File: src/rtl/i2c_pkg.sv
// Shared definitions for the single-transaction I2C master.
package i2c_pkg;

  typedef enum logic [2:0] {
    ST_IDLE       = 3'd0,
    ST_ADDRESSING = 3'd1,
    ST_WAITING    = 3'd2,
    ST_READING    = 3'd3,
    ST_WRITING    = 3'd4,
    ST_DONE       = 3'd5
  } state_e;

  localparam int unsigned BIT_CNT  = 8;
  localparam logic [2:0]  LAST_BIT = 3'(BIT_CNT - 1);

endpackage

File: src/rtl/i2c_master.sv
// Single-transaction I2C master: START, address+R/W, ACK check, one byte read
// or write, then STOP and park in DONE. sclk runs at clk/2.
module i2c_master
  import i2c_pkg::*;
#(
  parameter logic [6:0] SLAVE_ADDR = 7'h50
) (
  input  logic       clk,
  input  logic       rst,
  input  logic       rw,
  input  logic [7:0] data_in,
  output logic [7:0] data_out,
  output logic [2:0] state,
  output logic       sclk,
  input  logic       sda_in,
  output logic       sda_out
);

  state_e     r_state, w_state_nxt;
  logic       r_sclk, w_sclk_nxt;
  logic       r_sda, w_sda_nxt;
  logic [7:0] r_data, w_data_nxt;
  logic [7:0] r_shift, w_shift_nxt;
  logic [2:0] r_cnt, w_cnt_nxt;
  logic       r_rw, w_rw_nxt;
  logic [1:0] r_step, w_step_nxt;
  // r_tail: final 9th clock after a byte (master NACK on read, slave ACK on write)
  logic       r_tail, w_tail_nxt;
  logic       r_stop, w_stop_nxt;

  always_ff @(posedge clk) begin
    if (!rst) begin
      r_state <= ST_IDLE;
      r_sclk  <= 1'b1;
      r_sda   <= 1'b1;
      r_data  <= 8'h00;
      r_shift <= 8'h00;
      r_cnt   <= 3'd0;
      r_rw    <= 1'b0;
      r_step  <= 2'd0;
      r_tail  <= 1'b0;
      r_stop  <= 1'b0;
    end else begin
      r_state <= w_state_nxt;
      r_sclk  <= w_sclk_nxt;
      r_sda   <= w_sda_nxt;
      r_data  <= w_data_nxt;
      r_shift <= w_shift_nxt;
      r_cnt   <= w_cnt_nxt;
      r_rw    <= w_rw_nxt;
      r_step  <= w_step_nxt;
      r_tail  <= w_tail_nxt;
      r_stop  <= w_stop_nxt;
    end
  end

  // STOP and the trailing ACK clock overlay the state that triggered them.
  always_comb begin
    w_state_nxt = r_state;
    w_sclk_nxt  = r_sclk;
    w_sda_nxt   = r_sda;
    w_data_nxt  = r_data;
    w_shift_nxt = r_shift;
    w_cnt_nxt   = r_cnt;
    w_rw_nxt    = r_rw;
    w_step_nxt  = r_step;
    w_tail_nxt  = r_tail;
    w_stop_nxt  = r_stop;

    if (r_stop) begin
      case (r_step)
        2'd0: begin
          w_sclk_nxt = 1'b1;
          w_step_nxt = 2'd1;
        end
        2'd1: begin
          w_sda_nxt  = 1'b1;
          w_step_nxt = 2'd2;
        end
        default: begin
          w_state_nxt = ST_DONE;
          w_stop_nxt  = 1'b0;
          w_step_nxt  = 2'd0;
        end
      endcase
    end else if (r_tail) begin
      if (!r_sclk) begin
        w_sclk_nxt = 1'b1;
      end else begin
        w_sclk_nxt = 1'b0;
        w_sda_nxt  = 1'b0;
        w_tail_nxt = 1'b0;
        w_stop_nxt = 1'b1;
        w_step_nxt = 2'd0;
      end
    end else begin
      case (r_state)
        ST_IDLE: begin
          if (r_step == 2'd0) begin
            w_sda_nxt  = 1'b0;
            w_rw_nxt   = rw;
            w_step_nxt = 2'd1;
          end else begin
            w_sclk_nxt  = 1'b0;
            w_sda_nxt   = SLAVE_ADDR[6];
            w_shift_nxt = {SLAVE_ADDR[5:0], r_rw, 1'b0};
            w_cnt_nxt   = 3'd0;
            w_step_nxt  = 2'd0;
            w_state_nxt = ST_ADDRESSING;
          end
        end
        ST_ADDRESSING, ST_WRITING: begin
          if (!r_sclk) begin
            w_sclk_nxt = 1'b1;
          end else begin
            w_sclk_nxt = 1'b0;
            if (r_cnt == LAST_BIT) begin
              w_sda_nxt = 1'b1;
              w_cnt_nxt = 3'd0;
              if (r_state == ST_ADDRESSING) w_state_nxt = ST_WAITING;
              else                          w_tail_nxt  = 1'b1;
            end else begin
              w_sda_nxt   = r_shift[7];
              w_shift_nxt = {r_shift[6:0], 1'b0};
              w_cnt_nxt   = r_cnt + 3'd1;
            end
          end
        end
        ST_WAITING: begin
          if (!r_sclk) begin
            w_sclk_nxt = 1'b1;
          end else begin
            w_sclk_nxt = 1'b0;
            w_cnt_nxt  = 3'd0;
            if (sda_in) begin
              w_sda_nxt  = 1'b0;
              w_stop_nxt = 1'b1;
              w_step_nxt = 2'd0;
            end else if (r_rw) begin
              w_state_nxt = ST_READING;
              w_sda_nxt   = 1'b1;
            end else begin
              w_state_nxt = ST_WRITING;
              w_sda_nxt   = data_in[7];
              w_shift_nxt = {data_in[6:0], 1'b0};
            end
          end
        end
        ST_READING: begin
          if (!r_sclk) begin
            w_sclk_nxt = 1'b1;
          end else begin
            w_sclk_nxt        = 1'b0;
            w_data_nxt[r_cnt] = sda_in;
            if (r_cnt == LAST_BIT) begin
              w_tail_nxt = 1'b1;
              w_cnt_nxt  = 3'd0;
            end else begin
              w_cnt_nxt = r_cnt + 3'd1;
            end
          end
        end
        ST_DONE: begin
          w_sclk_nxt = 1'b1;
          w_sda_nxt  = 1'b1;
        end
        default: begin
          w_state_nxt = ST_IDLE;
          w_sclk_nxt  = 1'b1;
          w_sda_nxt   = 1'b1;
          w_step_nxt  = 2'd0;
        end
      endcase
    end
  end

  assign data_out = r_data;
  assign state    = r_state;
  assign sclk     = r_sclk;
  assign sda_out  = r_sda;

endmodule

File: config.mk
export PLATFORM = sky130hd
export DESIGN_NAME = i2c_master
export DESIGN_NICKNAME = d
export VERILOG_FILES = /design/src/rtl/i2c_pkg.sv /design/src/rtl/i2c_master.sv
export SDC_FILE = /design/constraint.sdc
export NUM_CORES = 1
export LEC_CHECK = 0
export BUFFER_PORTS_ARGS = -buffer_cell sky130_fd_sc_hd__buf_2
export CAP_MARGIN = 15
export CORE_ASPECT_RATIO = 0.75
export CORE_MARGIN = 2
export CORE_UTILIZATION = 30
export DETAILED_ROUTE_END_ITERATION = 10
export PLACE_DENSITY = 0.53
export SLEW_MARGIN = 0
export SYNTH_ARGS = -nofsm -noshare
export SYNTH_HDL_FRONTEND = slang
export SYNTH_SLANG_ARGS = --single-unit
export TNS_END_PERCENT = 10
File: constraint.sdc
create_clock -name clk -period 2 [get_ports clk]
set_clock_uncertainty 0.1 [all_clocks]
set_input_delay 0.4 -clock clk [delete_from_list [all_inputs] [get_ports clk]]
set_output_delay 0.4 -clock clk [all_outputs]
set_load 0.02 [all_outputs]
# --- Yosys cells after proc, flatten, opt, wreduce, memory -nomap -nowiden ---
# Index checks and enable logic that the tools add are counted.
classes:
  addsub: 1
  multipliers: 0
  div: 0
  n_lt_le_gt_ge: 2
  n_eq_ne: 30
  shifts: 0
  mux: 65
  n_bitwise: 2
  n_reduce_logical: 19
op_table:
  columns: ["op", "n"]
  rows:
  - ["two-way mux 8 bit", 6]
  - ["two-way mux 3 bit", 14]
  - ["two-way mux 1 bit", 30]
  - ["one-hot mux 8 bit (3 select lines)", 1]
  - ["inequality test 3 bit, second input constant", 7]
  - ["AND reduction 9 bit", 2]
  - ["inequality test 2 bit, second input constant", 7]
  - ["one-hot mux 3 bit (4 select lines)", 1]
  - ["AND reduction 4 bit", 3]
  - ["two-way mux 2 bit", 5]
  - ["inequality test 2 x 1 -> 1 bit, second input constant", 5]
  - ["equality test 3 bit, second input constant", 3]
  - ["one-hot mux 3 bit (3 select lines)", 1]
  - ["bitwise mux 8 bit", 1]
  - ["inequality test 4 bit, second input constant", 2]
  - ["OR reduction 4 bit", 2]
  - ["equality test 3 x 2 -> 1 bit, second input constant", 2]
  - ["one-hot mux 2 bit (3 select lines)", 1]
  - ["AND reduction 6 bit", 1]
  - ["nonzero test 3 bit", 2]
  - ["OR reduction 2 bit", 3]
  - ["AND reduction 5 bit", 1]
  - ["< comparator 3 x 4 -> 1 bit, second input constant", 1]
  - ["one-hot mux 1 bit (2 select lines)", 2]
  - ["15 further kinds", 16]
word_totals:
  reg_bits: 29
  latch_bits: 0
  ram_bits: 0
  rom_bits: 0
  in_bits: 12
  word_cells: 129
  memories: 0

# --- Depth between registers and ports, before layout ---
depth:
  word_depth: 7
  depth_mapped: 7
  mapped_depth_nobuf: 7

# --- Least setup slack after synthesis ---
# OpenSTA, ideal clock, no wires.
synth_path:
  path_kind: "flip-flop to flip-flop"
  startpoint: "register r_cnt[1]"
  endpoint: "register r_shift[6]"
  arrival_ps: 1839
  setup_slack_ps: -5
  stages_incl_launch_ff: 8
  n_path_buf: 0
  synth_period_minus_slack_ps: 2005
  path_cell_list: "dfxtp_1 -> ha_1 -> ha_1 -> maj3_2 -> o32ai_4 -> nand3_4 -> a211o_1 -> a21boi_2"
synth_between:
  elab_chain_cells: 3
synth_lines:
  columns: ["element", "line_no", "rtl"]
  rows:
  - ["from (decl)", "i2c_master.sv:24", "logic [2:0] r_cnt, w_cnt_nxt;"]
  - ["from (signal assigned)", "i2c_master.sv:49", "r_cnt <= w_cnt_nxt;"]
  - ["equality test 3 bit", "i2c_master.sv:117", "if (r_cnt == LAST_BIT) begin"]
  - ["inequality test 2 bit (no line)", null, null]
  - ["AND reduction 9 bit (no line)", null, null]
  - ["to (signal assigned)", "i2c_master.sv:48", "r_shift <= w_shift_nxt;"]
  - ["to (decl)", "i2c_master.sv:23", "logic [7:0] r_shift, w_shift_nxt;"]
# Every way passes these cells.
# A chain may end at the register's enable or synchronous reset.

# --- Final worst setup path ---
layout_path:
  startpoint: "register r_cnt[0]"
  endpoint: "register r_shift[6]"
# Same word-level chain as after synthesis.

==> impl_metrics.env <==
export IMPL_max_vdd_ir_drop_v=0.0004746
export IMPL_io_pins=25
export IMPL_tritoncts="yes"
export IMPL_avgRoutedWirePerCell_microns=13.89
export IMPL_grt_max_degree=29
export IMPL_grt_usage_pct=14.15
export IMPL_htreeDepth=1
export IMPL_min_delay_path_class="in2reg"
export IMPL_grt_pass1_vias=1431
export IMPL_final_common_cell="dfxtp_1"
export IMPL_final_setup_worst_slack_ns=0.08831
export IMPL_grtUsageMet1_pct=20.67
export IMPL_drt_total_wl_mm=4.278
export IMPL_met3_usage_pct=2.500
export IMPL_ys_seq_area_share_pct=33.21
export IMPL_cts_buffer_depth=2
export IMPL_cp_cell_sequence="ha_1, ha_1, maj3_2, o32ai_4, nand3_4, a211o_1, a21boi_2"
export IMPL_dpl_cell_area_sq_um=2014
export IMPL_clkTransAtPathRegs_ns=0.10
export IMPL_globalRoute_totalOverflow=0
export IMPL_final_core_util_pct=38.80
export IMPL_cts_buffers=3
export IMPL_cp_end_kind="flop"
export IMPL_cp_start_kind="flop"
export IMPL_fin_crit_sh_pct=95.58
export IMPL_synth_area_sq_um=1688
export IMPL_postSynth_asyncResetShare_pct=0
export IMPL_fmax_mhz=523.1
export IMPL_vias_per_cell=5.003
export IMPL_finalMaxSlewViolations=0
export IMPL_die_w_microns=90.61
export IMPL_synth_edf_count=0
export IMPL_drt_iter0_drc=116
export IMPL_critPathRequiredTime_ns=2.13
export IMPL_setup_viol=0
export IMPL_final_nets=248
export IMPL_clock_latency_ns=0.28
export IMPL_io_buffers=24
export IMPL_gp_congestion=0.8039
export IMPL_synth_top_area_cell="dfxtp_1"
export IMPL_fin_crit_ns=1.912
export IMPL_synthCells=197
export IMPL_final_cell_mix="28 x dfxtp_1, 24 x buf_2, 18 x buf_4"
export IMPL_syn2layout_area_growth_pct=23.72
export IMPL_ys_warn_count=0
export IMPL_vias=1541
export IMPL_syn_num_nets=211
export IMPL_core_sq_um=5381
export IMPL_drv_cap=0
export IMPL_syn_mean_instance_area_sq_um=8.568
export IMPL_rsz0062_at_grt="true"
export IMPL_hold_path_depth=3
export IMPL_path_common_cell="ha_1"
export IMPL_synth_area_leaders="dfxtp_1 33%, mux2i_1 7.7%, nor2b_1 5.2%"
export IMPL_busiest_layer="met2"
export IMPL_start_util_pct=31.36
export IMPL_die_height_microns=68.96
export IMPL_num_antenna_cells=0
export IMPL_dpl_worst_slack_ns=0.09362
export IMPL_cts_setup_buffers=0
export IMPL_route_antenna_remaining_nets=0
export IMPL_grt_first_pass_wirelength_mm=7.051
export IMPL_synth_top_area_share_pct=33.21
export IMPL_grt_use_met2_pct=21.74
export IMPL_drc=0
export IMPL_drive_gt1_share_pct=24.89
export IMPL_p_per_area_nw_per_um2=1254
export IMPL_dieArea_sq_um=6248
export IMPL_ys_seq_elements=28
export IMPL_worst_r2r_path_depth=7
export IMPL_antenna_found_initial=0
export IMPL_cts_hold_buf=0
export IMPL_rows=23
export IMPL_cp_arrival_ns=2.04
export IMPL_crit_path_max_incr_delay_ns=0.33
export IMPL_path_class="reg2reg"
export IMPL_stdcell_area_sq_um=2088
export IMPL_p_leak_uw=0.0008737
export IMPL_cp_max_fo=8
export IMPL_hpwl_mm=3.085
export IMPL_synth_cell_types=48
export IMPL_slew_headroom_pct=69.90
export IMPL_drt_first_pass_iters=4
export IMPL_root_buffer="clkbuf_8"
export IMPL_crit_slowest_cell="maj3_2"
export IMPL_cts_resized=0
export IMPL_status="finished, final reports clean"
export IMPL_worst_pin_slew_ns=0.4515
export IMPL_finalHoldViolCount=0
export IMPL_clock_sinks=28
export IMPL_yosys_most_used_dff="dfxtp_1"
[synthesized netlist by cell type (all sizes together) (2+ instances only)]
library cell,n
a21oi,13
buf,5
nand3,7
nor3b,9
or3,2
nor3,10
a21boi,4
o311ai,2
ha,2
nand2,11
nand4,2
nor4,2
nor2b,14
clkbuf,7
a31oi,6
dfxtp,28
inv,8
mux2i,13
and2,4
nand2b,5
nor2,10
a221oi,6
o21ai,11
[per-layer routing]
metal | wire, microns | vias up | share of wire [%]
li1 | - | 791 | -
met1 | 2359 | 714 | 55
met2 | 1734 | 36 | 41
met3 | 184 | 0 | 4.3
met4 | 0 | 0 | 0
met5 | 0 | - | 0
[critical path, delay by kind of cell, from the launching register on]
family | cells | cell delay (ns)
compound gates | 3 | 0.55
simple gates | 1 | 0.15
fa+ha+maj | 3 | 0.73
flops | 1 | 0.32
[path summary, 6_finish.rpt]
kind                end  slack, ns        from
max          r_shift[6]       0.09    r_cnt[0]
min                r_rw       0.27          rw
max reg2reg  r_shift[6]       0.09    r_cnt[0]
min reg2reg  r_shift[6]       0.37  r_shift[6]
[area by class of cell]
cell class	instances	area, sq um
fill	556	3293
multi-input combinational	149	1037
sequential	28	560.5
timing repair buffer	44	295.3
tap	75	93.84
clock buffer	3	41.29
clock inverter	1	30.03
inverter	8	30.03
[state kept, by name, indices dropped and copies added, names as in the netlist]
name and cells:
r_tail 1, r_stop 1, r_cnt 3, data_out 8, sclk 1, state 3
sda_out 1, r_shift 7, r_step 2, r_rw 1
[logic make-up after synthesis]
family                     share of synthesized area, %
AOI/OAI and AO/OA                                 23.72
muxes                                             7.709
adders and majority gates                         2.149
xor gates and xnor gates                         0.5190
DFF                                               33.21
buffers and inverters                             5.486
and+or+nand+nor                                   27.21
[through the flow]
stage | hold WS (ns) | TNS, ns | std cells | power [uW]
2_1_floorplan | 0.3401 | 0 | 197 | 1757
3_3_place_gp | 0.3560 | 0 | 304 | 2154
3_5_place_dp | 0.3548 | 0 | 304 | 2149
4_1_cts | 0.2686 | 0 | 308 | 2617
5_1_grt | 0.3081 | -0.04278 | 308 | 2811
6_report | 0.2666 | 0 | 308 | 2620
[where the power goes]
group | internal (uW) | switching (uW)
Sequential | 666 | 82.3
Clock | 269 | 194
Combinational | 618 | 791
Total | 1550 | 1070
No activity file was read; power rests on OpenSTA's default activity.
